==> config.mk <==
export PLATFORM = sky130hd
export DESIGN_NAME = adler32_par_flat
export DESIGN_NICKNAME = d
export VERILOG_FILES = /design/src/rtl/adler32_par_if.sv /design/src/rtl/adler32_par.sv /design/src/flat_wrapper.sv
export SDC_FILE = /design/constraint.sdc
export NUM_CORES = 1
export LEC_CHECK = 0
export CORE_ASPECT_RATIO = 0.7
export CORE_MARGIN = 2
export CORE_UTILIZATION = 40
export CTS_BUF_LIST = sky130_fd_sc_hd__clkbuf_8
export CTS_CLUSTER_DIAMETER = 100
export DETAILED_ROUTE_END_ITERATION = 7
export PLACE_DENSITY_LB_ADDON = 0.08
export SETUP_SLACK_MARGIN = 0.15
export SYNTH_ARGS = -nofsm -noshare
export SYNTH_HDL_FRONTEND = slang
export SYNTH_SLANG_ARGS = --single-unit
==> constraint.sdc <==
create_clock -name clk -period 10.3 [get_ports clk]
set_clock_uncertainty 0.05 [all_clocks]
set_input_delay 2.06 -clock clk [delete_from_list [all_inputs] [get_ports clk]]
set_output_delay 2.06 -clock clk [all_outputs]
set_load 0.1 [all_outputs]
==> src/rtl/adler32_par_if.sv <==
// Beat-level bus for adler32_par: the input beat and start/last controls, plus the checksum result.
// Defining ADLER32_PAR_CHK_EN adds the expected-checksum input and the error flag.
interface adler32_par_if #(
  parameter int BYTE_NUM = 4
);
  localparam int NUM_WD = (BYTE_NUM > 1) ? $clog2(BYTE_NUM) : 1;

  logic                  start_i;
  logic                  val_i;
  logic [8*BYTE_NUM-1:0] dat_i;
  logic [NUM_WD-1:0]     num_i;
  logic                  lst_i;
  logic                  done_o;
  logic                  val_o;
  logic [31:0]           dat_o;
`ifdef ADLER32_PAR_CHK_EN
  logic [31:0]           chk_dat_i;
  logic                  err_o;

  modport master (
    output start_i, val_i, dat_i, num_i, lst_i, chk_dat_i,
    input  done_o, val_o, dat_o, err_o
  );
  modport slave (
    input  start_i, val_i, dat_i, num_i, lst_i, chk_dat_i,
    output done_o, val_o, dat_o, err_o
  );
`else
  modport master (
    output start_i, val_i, dat_i, num_i, lst_i,
    input  done_o, val_o, dat_o
  );
  modport slave (
    input  start_i, val_i, dat_i, num_i, lst_i,
    output done_o, val_o, dat_o
  );
`endif
endinterface

==> src/rtl/adler32_par.sv <==
// Adler-32 engine taking BYTE_NUM bytes per beat (MSB first) with a per-beat byte count.
// Defining ADLER32_PAR_CHK_EN adds a checksum comparator driving err_o.
module adler32_par #(
  parameter int BYTE_NUM = 4
) (
  input  logic          clk,
  input  logic          rstn,
  adler32_par_if.slave  bus
);

  localparam int NUM_WD = (BYTE_NUM > 1) ? $clog2(BYTE_NUM) : 1;
  localparam int SW     = 16 + NUM_WD + 10;
  localparam int MOD    = 65521;

  typedef enum logic [1:0] {
    S_IDLE,
    S_RUN,
    S_DONE
  } state_t;

  state_t          r_state;
  state_t          w_nextState;
  logic [15:0]     r_s1;
  logic [15:0]     r_s2;
  logic [31:0]     r_dat;
  logic            r_done;
  logic            w_accept;
  logic            w_last;
  logic [3:0]      w_numc;
  logic [3:0]      w_n;
  logic [SW-1:0]   w_bsum;
  logic [SW-1:0]   w_wsum;
  logic [SW-1:0]   w_s1sum;
  logic [SW-1:0]   w_s2sum;
  logic [SW-1:0]   w_f1;
  logic [SW-1:0]   w_f2;
  logic [15:0]     w_s1n;
  logic [15:0]     w_s2n;

  assign w_accept = (r_state == S_RUN) && bus.val_i && !bus.start_i;
  assign w_last   = w_accept && bus.lst_i;

  always_comb begin
    w_nextState = r_state;
    if (bus.start_i) begin
      w_nextState = S_RUN;
    end else begin
      case (r_state)
        S_RUN:   if (bus.val_i && bus.lst_i) w_nextState = S_DONE;
        S_DONE:  w_nextState = S_IDLE;
        default: w_nextState = r_state;
      endcase
    end
  end

  // Byte lane i carries weight n-i in s2; lanes past the clamped count are dropped.
  always_comb begin
    w_numc = {{(4-NUM_WD){1'b0}}, bus.num_i};
    if (w_numc > 4'(BYTE_NUM - 1)) w_numc = 4'(BYTE_NUM - 1);
    w_n    = w_numc + 4'd1;
    w_bsum = '0;
    w_wsum = '0;
    for (int i = 0; i < BYTE_NUM; i++) begin
      if (4'(i) <= w_numc) begin
        w_bsum = w_bsum + SW'(bus.dat_i[8*(BYTE_NUM-i)-1 -: 8]);
        w_wsum = w_wsum + SW'(bus.dat_i[8*(BYTE_NUM-i)-1 -: 8]) * SW'(w_n - 4'(i));
      end
    end
    w_s1sum = SW'(r_s1) + w_bsum;
    w_s1n   = (w_s1sum >= SW'(MOD)) ? 16'(w_s1sum - SW'(MOD)) : w_s1sum[15:0];
    w_s2sum = SW'(r_s2) + SW'(r_s1) * SW'(w_n) + w_wsum;
    // 2^16 = 15 mod 65521: two folds bring any SW-bit value below 2^17.
    w_f1    = SW'(w_s2sum[SW-1:16]) * SW'(15) + SW'(w_s2sum[15:0]);
    w_f2    = SW'(w_f1[SW-1:16]) * SW'(15) + SW'(w_f1[15:0]);
    w_s2n   = (w_f2 >= SW'(MOD)) ? 16'(w_f2 - SW'(MOD)) : w_f2[15:0];
  end

  always_ff @(posedge clk or negedge rstn) begin
    if (!rstn) begin
      r_state <= S_IDLE;
      r_s1    <= 16'd1;
      r_s2    <= 16'd0;
      r_dat   <= 32'd0;
      r_done  <= 1'b0;
    end else begin
      r_state <= w_nextState;
      r_done  <= w_last;
      if (bus.start_i) begin
        r_s1  <= 16'd1;
        r_s2  <= 16'd0;
        r_dat <= 32'd0;
      end else if (w_accept) begin
        r_s1 <= w_s1n;
        r_s2 <= w_s2n;
        if (bus.lst_i) r_dat <= {w_s2n, w_s1n};
      end
    end
  end

  assign bus.done_o = r_done;
  assign bus.val_o  = r_done;
  assign bus.dat_o  = r_dat;

`ifdef ADLER32_PAR_CHK_EN
  logic r_err;

  always_ff @(posedge clk or negedge rstn) begin
    if (!rstn) begin
      r_err <= 1'b0;
    end else if (bus.start_i) begin
      r_err <= 1'b0;
    end else if (w_last) begin
      r_err <= ({w_s2n, w_s1n} != bus.chk_dat_i);
    end
  end

  assign bus.err_o = r_err;
`endif

endmodule

==> src/flat_wrapper.sv <==
// flat-port wrapper written by rule: the top's interface ports become plain ports
module adler32_par_flat 
#(
  parameter int BYTE_NUM = 4
)
  (clk, rstn, bus_start_i, bus_val_i, bus_dat_i, bus_num_i, bus_lst_i, bus_done_o, bus_val_o, bus_dat_o);
  adler32_par_if #(.BYTE_NUM(BYTE_NUM)) bus_i ();
  input  logic clk;
  input  logic rstn;
  input wire logic [$bits(bus_i.start_i)-1:0] bus_start_i;
  input wire logic [$bits(bus_i.val_i)-1:0] bus_val_i;
  input wire logic [$bits(bus_i.dat_i)-1:0] bus_dat_i;
  input wire logic [$bits(bus_i.num_i)-1:0] bus_num_i;
  input wire logic [$bits(bus_i.lst_i)-1:0] bus_lst_i;
  output wire logic [$bits(bus_i.done_o)-1:0] bus_done_o;
  output wire logic [$bits(bus_i.val_o)-1:0] bus_val_o;
  output wire logic [$bits(bus_i.dat_o)-1:0] bus_dat_o;
  assign bus_i.start_i = bus_start_i;
  assign bus_i.val_i = bus_val_i;
  assign bus_i.dat_i = bus_dat_i;
  assign bus_i.num_i = bus_num_i;
  assign bus_i.lst_i = bus_lst_i;
  assign bus_done_o = bus_i.done_o;
  assign bus_val_o = bus_i.val_o;
  assign bus_dat_o = bus_i.dat_o;
  adler32_par #(.BYTE_NUM(BYTE_NUM)) u_core (.clk(clk), .rstn(rstn), .bus(bus_i));
endmodule
==> impl_results.md, run 1 <==
- Outcome: finished with violations
- Failing checks: negative setup slack
- Min-delay worst type: flop to flop
- Setup WS pre-CTS: -12.70 ns
- Largest cells by area after synthesis: fa_1, ha_1, inv_1
- Die W: 291.5 um
- Setup slack, reg-to-reg: -1.11 ns
- Post-synthesis sequential area ratio: 7.249%
- Mean Syn Cell Area: 8.386 um^2
- Routability cong.: 0.9245
- Post-synth top cells: inv_1, fa_1, ha_1
- Final worst slack: -11.26 ns
- Final setup fails: 32
- Measured slew at the worst slew-check pin: 0.9882 ns
- Post-Syn Instances: 2760
- CTS tree: built
- Die H: 205.3 um
- Vias in the first global route: 22480
- Drt wl/cell: 16.66 um
- Syn nets: 3372
- Hpwl dp: 60.22 mm
- Post-Route WL: 72.70 mm
- Max frequency: 46.39 MHz
- Max-slew violation count: 0
- Setup Crit Path Kind: primary input to flop
- Worst setup endpoint: u_core.r_s2[1]
- Gr busiest metal: met1
- Minimum clock period: 21.56 ns
- Layout cell share with drive strength beyond 1: 33.03%
- DR vias/cell: 5.114
- CP dominant cell by count: fa_1
- Largest net degree at the start of global routing: 68
- Startpoint types: primary input
- Port bufs: 72
- IO Pins: 73
- Slowest library cell on the worst path: fa_1
- Skew-Pair Late Insertion Delay: 0.35 ns
- Inst Count DP: 4168
- Via Count: 22310
- GRT Total Usage: 24.45%
- Ys Warns: 0
- Most frequent cell after synthesis: inv_1
- Row count: 73
- Fill cell count: 5118
- Worst EP arrival: 21.70 ns
- Num CTS Buffers: 9
- Post-Syn Area: 23150 um^2
- Area delta synth->final: 43.08%
- Endpoints failing hold: 0
- CTS Buffer Depth: 2
- Post-CTS Hold Fix Bufs: 0
- Critical R2R Capture: u_core.r_s2[1]
- Initial antenna violation count: 1
- Crit end category: flop
- GR Layer Usage met1: 39.38%
- Clock root buffer: clkbuf_8
- Worst Setup SP: bus_num_i[1]
- Final nets: 4219
- Iter 0 DRT Violations: 1259
- First-pass GRT wire length: 118.4 mm
- FF-to-FF path depth: 49
- Initial Utilization: 40.61%
- Unrepaired setup endpoints after global routing: true
- Aggregate global routing overflow: 0
- M2 GR Usage: 36.08%
- Post-route insts no fill: 4363
- FF+latch count, synth: 67
- Unique masters post-synth: 103
- Area leader, netlist: fa_1
- DRT Pass-1 Iters: 5
- Post-synth top area share: 28.80%
- Top_reg_cell synth: dfrtp_1
- WP data required: 10.44 ns
- Core Footprint: 56990 um^2
- Post-route ant nets: 0
- H-tree levels: 3
- Crit path max fanout: 4
- DIE AREA: 59840 um^2
- M3 GR Usage: 2.182%
- Crit-path max cell delay: 0.56 ns
- EDFF count, synth: 0
- Crit Reg-Reg Startpoint: u_core.r_s1[0]
- Period utilization: 209.3%
- DRC violations left: 0
- Clock-pin slew on the worst setup and hold paths: 0.07 ns
- # clock sinks: 67
- Max_slew headroom: 33.91%
- Async SR Flop Fraction: 100.0%
- Layout Utilization: 58.11%
- Max cap viols: 0
## worst max-delay path, delay by kind of cell
kind | cells | cell delay, ns
multiplexers | 3 | 0.79
AND/OR/NAND/NOR | 8 | 0.97
buffers and inverters | 24 | 2.19
AO/OA/AOI/OAI | 29 | 4.97
XOR/XNOR | 5 | 0.85
adder cells (fa/ha/maj) | 24 | 9.82
## how the worst min path moves through the flow
stage | depth (start not counted) | from | to | slack, ns
5_1_grt | 2 | u_core.bus.dat_o[29] | u_core.bus.dat_o[29] | 0.46
6_report | 2 | u_core.bus.dat_o[23] | u_core.bus.dat_o[23] | 0.43
2_1_floorplan | 2 | u_core.r_state[0] | u_core.r_state[0] | 0.42
3_5_place_dp | 2 | u_core.bus.dat_o[23] | u_core.bus.dat_o[23] | 0.43
3_3_place_gp | 2 | u_core.bus.dat_o[23] | u_core.bus.dat_o[23] | 0.42
4_1_cts | 2 | u_core.bus.dat_o[23] | u_core.bus.dat_o[23] | 0.44
## cells by family after synthesis
| group | Yosys count | share of synthesized area, % |
|---|---|---|
| fa+ha+maj | 577 | 41.95 |
| simple gates | 688 | 14.69 |
| mux | 33 | 1.530 |
| other cells | 1 | 0.01620 |
| buf+inv | 611 | 9.936 |
| flops | 67 | 7.249 |
| compound gates | 606 | 17.75 |
| xor+xnor | 177 | 6.876 |
## routing by layer
layer  part of all wire, %  up-vias
li1                      -    10800
met1                    52    10980
met2                    42      484
met3                   5.0       48
met4                  0.92        0
met5                     0        -
## flip-flops by register name, indices dropped and copies added, names as in the netlist
| name | count |
|---|---|
| u_core.bus.dat_o | 32 |
| u_core.bus.done_o | 1 |
| u_core.r_s1 | 16 |
| u_core.r_s2 | 16 |
| u_core.r_state | 2 |
## placed cells by master, fill, tap and decap left out, types with 24 or more instances in the layout
cell type / count
a21oi_1: 110
nand2b_1: 34
o21ai_2: 24
a21o_1: 41
a211oi_1: 31
ha_1: 191
nor3_1: 28
nand2_1: 207
nand3_1: 35
inv_1: 514
o21a_1: 32
ha_4: 40
and2_1: 58
nor2b_1: 42
o21ai_0: 106
o211ai_1: 25
clkdlybuf4s50_1: 65
xor2_1: 54
xnor2_1: 94
fa_1: 325
nor2_1: 125
dfrtp_1: 66
inv_2: 31
a21oi_2: 27
buf_6: 35
buf_4: 788
## timing repair
item / in CTS / in global routing
pin swaps: 196 / 121
buffers inserted: 143 / 35
gates cloned: 0 / 0
resized for setup: 189 / 151
endpoints found under the setup margin: 32 / 35
## cell type report
type | count | area (um^2) | area share [%]
clock buffer | 10 | 137.6 | 0.4156
timing repair buffer | 899 | 7121 | 21.50
clock inverter | 6 | 56.30 | 0.1700
inverter | 548 | 2069 | 6.249
sequential | 67 | 1678 | 5.066
multi-input combinational | 2082 | 21110 | 63.76
antenna | 1 | 2.502 | 0.007556
tap | 750 | 938.4 | 2.834
## through the flow
| step | hold slack (ns) | setup TNS, ns | instance area (um^2) |
|---|---|---|---|
| after global placement | 0.4240 | -390.17 | 30010 |
| after global routing | 0.4606 | -380.95 | 33110 |
| final | 0.4272 | -357.80 | 33120 |
| after detailed placement | 0.4290 | -401.05 | 30010 |
| after CTS | 0.4418 | -347.85 | 32080 |
| after floorplan | 0.4193 | -349.65 | 23810 |
Power of run 1 is left out: the tool's default activity adds up to more than one toggle a clock period on the data nets, which glitch-free logic cannot reach.
==> inputs of run 2 (changes only) <==
- MAX_ROUTING_LAYER: not set -> met4
==> run 2 against run 1 <==
The run still ends with negative setup slack left. Global-route usage increased by 0.40 points. Worst setup slack better by 0.17 ns. Clock-buffer cell count stayed put. Sequential share of layout area grew 0.14 points. Maximum frequency rose by 0.79%. Highest routed layer unchanged. Hold slack better by 0.0033 ns. Critical path depth increased by 12. Die area unchanged. Routed wire length is 3.3% lower. Flip-flop and latch count did not move. Design area is 2.7% lower. Via count is 2.3% lower.
==> impl_results.md, run 2 (same netlist as run 1, synthesis figures left out) <==
- # clock sinks: 67 (unchanged)
- Hold Startpoint: u_core.bus.dat_o[23] (unchanged)
- Final setup fails: 32 (unchanged)
- Layout Utilization: 56.52% (was 58.11%)
- WHS Path Cells: 2 (unchanged)
- DIE AREA: 59840 um^2 (unchanged)
- Min-delay worst type: flop to flop (unchanged)
- Die H: 205.3 um (unchanged)
- Final nets: 4151 (was 4219)
- Failing checks: negative setup slack (unchanged)
- IO Pins: 73 (unchanged)
- Worst EP arrival: 21.58 ns (was 21.70 ns)
- H-tree levels: 3 (unchanged)
- DRC violations left: 0 (unchanged)
- Hpwl dp: 59.73 mm (was 60.22 mm)
- Core Footprint: 56990 um^2 (unchanged)
- Crit-path max cell delay: 0.55 ns (was 0.56 ns)
- N_diodes: 0 (was 1)
- Die W: 291.5 um (unchanged)
- Endpoints failing hold: 0 (unchanged)
- CP delay by family, top: adder cells (unchanged)
- Slowest library cell on the worst path: fa_1 (unchanged)
- Num CTS Buffers: 9 (unchanged)
- Via Count: 21800 (was 22310)
- DR vias/cell: 5.077 (was 5.114)
- Layout cell share with drive strength beyond 1: 30.78% (was 33.03%)
- Crit end category: flop (unchanged)
- Minimum clock period: 21.39 ns (was 21.56 ns)
- Max_slew headroom: 32.80% (was 33.91%)
- Worst Setup SP: bus_num_i[1] (unchanged)
- Outcome: finished with violations (unchanged)
- Unrepaired setup endpoints after global routing: true (unchanged)
- Period utilization: 207.7% (was 209.3%)
- Crit path depth: 105 (was 93)
- FF-to-FF path depth: 52 (was 49)
- Aggregate global routing overflow: 0 (unchanged)
- Clock root buffer: clkbuf_8 (unchanged)
- Buf/Inv on CP: 45 (was 24)
- Post-CTS Hold Fix Bufs: 0 (unchanged)
- CTS Buffer Depth: 2 (unchanged)
- Hold Crit Endpoint: u_core.bus.dat_o[23] (unchanged)
- Startpoint types: primary input (unchanged)
- Row count: 73 (unchanged)
- Most frequent cells in the layout: buf_4, inv_1, fa_1 (unchanged)
- Initial Utilization: 40.61% (unchanged)
- Area delta synth->final: 39.18% (was 43.08%)
- Post-route ant nets: 0 (unchanged)
- Max FFs per register: 32 (unchanged)
- Initial antenna violation count: 1 (unchanged)
- Commonest non-fill, non-tap cell in the layout: buf_4 (unchanged)
- Clock-pin slew on the worst setup and hold paths: 0.08 ns (was 0.07 ns)
- Vias in the first global route: 21890 (was 22480)
- Setup slack, reg-to-reg: -1.02 ns (was -1.11 ns)
- Routability cong.: 0.9285 (was 0.9245)
- Largest net degree at the start of global routing: 68 (unchanged)
- Measured slew at the worst slew-check pin: 1.005 ns (was 0.9882 ns)
- First-pass GRT wire length: 116.4 mm (was 118.4 mm)
- Drt wl/cell: 16.38 um (was 16.66 um)
- Final worst slack: -11.09 ns (was -11.26 ns)
- Port bufs: 72 (unchanged)
- Setup WS pre-CTS: -12.59 ns (was -12.70 ns)
- Setup Crit Path Kind: primary input to flop (unchanged)
- CTS tree: built (unchanged)
- CP dominant cell by count: buf_4 (was fa_1)
- Critical R2R Capture: u_core.bus.dat_o[26] (was u_core.r_s2[1])
- Post-Route WL: 70.32 mm (was 72.70 mm)
- Crit path max fanout: 6 (was 4)
- DRT Pass-1 Iters: 5 (unchanged)
- Max frequency: 46.75 MHz (was 46.39 MHz)
- Max-slew violation count: 0 (unchanged)
- Iter 0 DRT Violations: 1291 (was 1259)
- GRT Total Usage: 24.85% (was 24.45%)
- Skew-Pair Late Insertion Delay: 0.35 ns (about the same)
- Max cap viols: 0 (unchanged)
- WP data required: 10.49 ns (was 10.44 ns)
- Crit Reg-Reg Startpoint: u_core.r_s1[0] (unchanged)
==> run 2: metal layers <==
metal	wire length [um]	GRT usage [%]	share of wire, %	vias up
li1	-	-	-	10660
met1	38380	39.45	55	10710
met2	28630	34.96	41	376
met3	2706	2.301	3.8	50
met4	597	2.135	0.85	0
met5	0	-	0	-
==> run 2: worst reg2reg max path: cells and delay by family, from the launching register on <==
family,cells,cell delay [ns]
AOI/OAI and AO/OA,24,4.17
buffers and inverters,4,0.44
xor gates and xnor gates,2,0.43
adders and majority gates,10,3.49
DFF,1,0.53
and+or+nand+nor,10,1.61
muxes,2,0.53
==> run 2: repair_timing <==
action,CTS,global route
gates resized for setup,163,104
endpoints found under the setup margin,32,32
setup buffers,90,21
pin swaps,145,72
==> run 2: through the flow <==
step / hold WS (ns) / TNS (ns) / cells / cell area (um^2)
global route: 0.4573 / -375.96 / 4294 / 32210
CTS: 0.4430 / -345.25 / 4273 / 31570
floorplan: 0.4193 / -349.65 / 2760 / 23810
global placement: 0.4243 / -384.61 / 4167 / 30010
detailed placement: 0.4237 / -398.66 / 4167 / 30010
finish: 0.4306 / -352.66 / 4294 / 32210
==> run 2: worst max path at each step <==
| stage | endpoint | slack [ns] |
|---|---|---|
| floorplan | u_core.bus.dat_o[26] | -11.16 |
| global placement | u_core.bus.dat_o[26] | -12.15 |
| detailed placement | u_core.bus.dat_o[26] | -12.59 |
| CTS | u_core.bus.dat_o[26] | -10.88 |
| global route | u_core.bus.dat_o[26] | -11.81 |
| finish | u_core.bus.dat_o[26] | -11.09 |
==> run 2: final cells by class <==
type | count | area, um^2
fillers | 5276 | 24780
clock buffers | 10 | 137.6
repair buffers | 831 | 6511
multi-input cells | 2082 | 20790
clock inverters | 6 | 88.84
inverters | 548 | 2067
well taps | 750 | 938.4
flip-flops and latches | 67 | 1678
Power of run 2 is left out for the same reason.
==> RTL edit, RTL diff (settings of run 2) <==
`BYTE_NUM` is set to 4 in 3 places; all go to 2.
--- a/src/rtl/adler32_par_if.sv
+++ b/src/rtl/adler32_par_if.sv
@@ -1,7 +1,7 @@
 // Beat-level bus for adler32_par: the input beat and start/last controls, plus the checksum result.
 // Defining ADLER32_PAR_CHK_EN adds the expected-checksum input and the error flag.
 interface adler32_par_if #(
-  parameter int BYTE_NUM = 4
+  parameter int BYTE_NUM = 2
 );
   localparam int NUM_WD = (BYTE_NUM > 1) ? $clog2(BYTE_NUM) : 1;
 
--- a/src/rtl/adler32_par.sv
+++ b/src/rtl/adler32_par.sv
@@ -1,7 +1,7 @@
 // Adler-32 engine taking BYTE_NUM bytes per beat (MSB first) with a per-beat byte count.
 // Defining ADLER32_PAR_CHK_EN adds a checksum comparator driving err_o.
 module adler32_par #(
-  parameter int BYTE_NUM = 4
+  parameter int BYTE_NUM = 2
 ) (
   input  logic          clk,
   input  logic          rstn,
--- a/src/flat_wrapper.sv
+++ b/src/flat_wrapper.sv
@@ -1,7 +1,7 @@
 // flat-port wrapper written by rule: the top's interface ports become plain ports
 module adler32_par_flat 
 #(
-  parameter int BYTE_NUM = 4
+  parameter int BYTE_NUM = 2
 )
   (clk, rstn, bus_start_i, bus_val_i, bus_dat_i, bus_num_i, bus_lst_i, bus_done_o, bus_val_o, bus_dat_o);
   adler32_par_if #(.BYTE_NUM(BYTE_NUM)) bus_i ();
Interface: changed (resized bus_dat_i and bus_num_i); port bits go from 73 to 56. The function was not compared with the original's and may differ.
==> RTL edit against run 2 <==
  * Sequential share of layout area up 10 points
  * Non-clock buffer count fell by 544
  * Wire length is 64% lower
  * The run still ends with negative setup slack left
  * Area after synthesis is 66% lower
  * Largest cell class unchanged
  * Setup slack better by 9.8 ns
  * Maximum frequency is 85% higher
  * Critical endpoint is now u_core.r_s2[8]$_DFFE_PN0P_
  * Sequential cell count stayed put
  * Critical path type unchanged
  * Design area decreased by 66%
  * Critical path depth down 55
Power is left out: it rests on default switching activity, and per cell area and clock period it moved more than threefold.
==> RTL edit: results (changes against run 2) <==
stage,metric,value,unit,change
status,status,finished with violations,,unchanged
status,violated checks,negative setup slack,,unchanged
detailed_routing,drt pass-1 iters,7,,was 5
synth,Commonest cells post-synth,"nand2_1 (114), ha_1 (106), nor2_1 (72), dfrtp_1 (66), a21oi_1 (62)",,"was inv_1 (547), fa_1 (333), ha_1 (240), nand2_1 (214), o21ai_0 (148)"
synth,"Seq/Total Area, Yosys",0.2102,,was 0.07249
timing,setup TNS,-38.32,ns,was -352.66 ns
global_route,GR Util met2,0.3345,,was 0.3496
final_layout,layout cells sized above 1,0.2808,,was 0.3078
critical_path,reg2reg end,u_core.r_s2[8]$_DFFE_PN0P_,,was u_core.bus.dat_o[26]$_DFFE_PN0P_
detailed_routing,Iter 0 DRT Violations,475,,was 1291
critical_path,R2R depth,44,,was 52
final_layout,"Area growth, synth to finish",38.57,%,was 39.18%
synth,adder-cell share of the synthesized area,0.1987,,was 0.4195
timing,setup slack after layout,-1.249,ns,was -11.09 ns
synth,synth unique cells,77,,was 103
critical_path,CP Max Fanout,5,,was 6
synth,largest cells by area after synthesis,"dfrtp_1 (21%), ha_1 (17%), xnor2_1 (5.5%)",,"was fa_1 (29%), ha_1 (13%), inv_1 (8.9%)"
clocking,Post-CTS Repair Setup Buffers,12,,was 90
timing,final setup vio count,32,,unchanged
detailed_routing,Met3 Wirelength,1372,µm,was 2706 µm
placement,input/output buffers,55,,was 72
global_route,vias in the first global route,7597,,was 21890
placement,Placement Setup Slack,-2.108,ns,was -12.59 ns
clocking,Clock Latency Late Sink,0.37,ns,was 0.35 ns
final_layout,fin nets,1368,,was 4151
placement,dpl cells,1469,,was 4167
min_path,WHS Endpoint,u_core.bus.dat_o[14]$_DFFE_PN0P_,,was u_core.bus.dat_o[23]$_DFFE_PN0P_
min_path,min-delay src,u_core.bus.dat_o[14]$_DFFE_PN0P_,,was u_core.bus.dat_o[23]$_DFFE_PN0P_
placement,post-DP HPWL,19950,µm,was 59730 µm
placement,Routability Congestion,0.9265,,was 0.9285
critical_path,CP Launch Point,bus_num_i,,was bus_num_i[1]
detailed_routing,vias,8030,,was 21800
placement,Area after DPL,10470,µm²,was 30010 µm²
synth,Post-Synth XOR/XNOR Area,0.08558,,was 0.06876
detailed_routing,routed wire length,25050,µm,was 70320 µm
RTL edit: changes by cell type in the layout (fill, tap and decap cells not counted), sizes merged, moves of 82 or more:
cell          run 2  this run
a21oi           145        63
buf             762       236
fa              333        13
ha              240       106
inv             547        56
nand2           215       114
o21ai           152        55
RTL edit: critical path, delay by kind of cell:
| kind | cells | cell delay (ns) |
|---|---|---|
| XOR/XNOR | 1 | 0.14 |
| multiplexers | 2 | 0.60 |
| AO/OA/AOI/OAI | 14 | 2.05 |
| adder cells (fa/ha/maj) | 12 | 3.65 |
| AND/OR/NAND/NOR | 13 | 2.53 |
| buffers and inverters | 8 | 0.68 |
RTL edit: final cells by class:
class | instances | share of cell area
multi-input cells | 808 | 0.5717
clock inverters | 6 | 0.006447
inverters | 54 | 0.01832
clock buffers | 10 | 0.01244
diodes | 1 | 0.0002262
flip-flops and latches | 67 | 0.1517
repair buffers | 287 | 0.2087
well taps | 270 | 0.03054
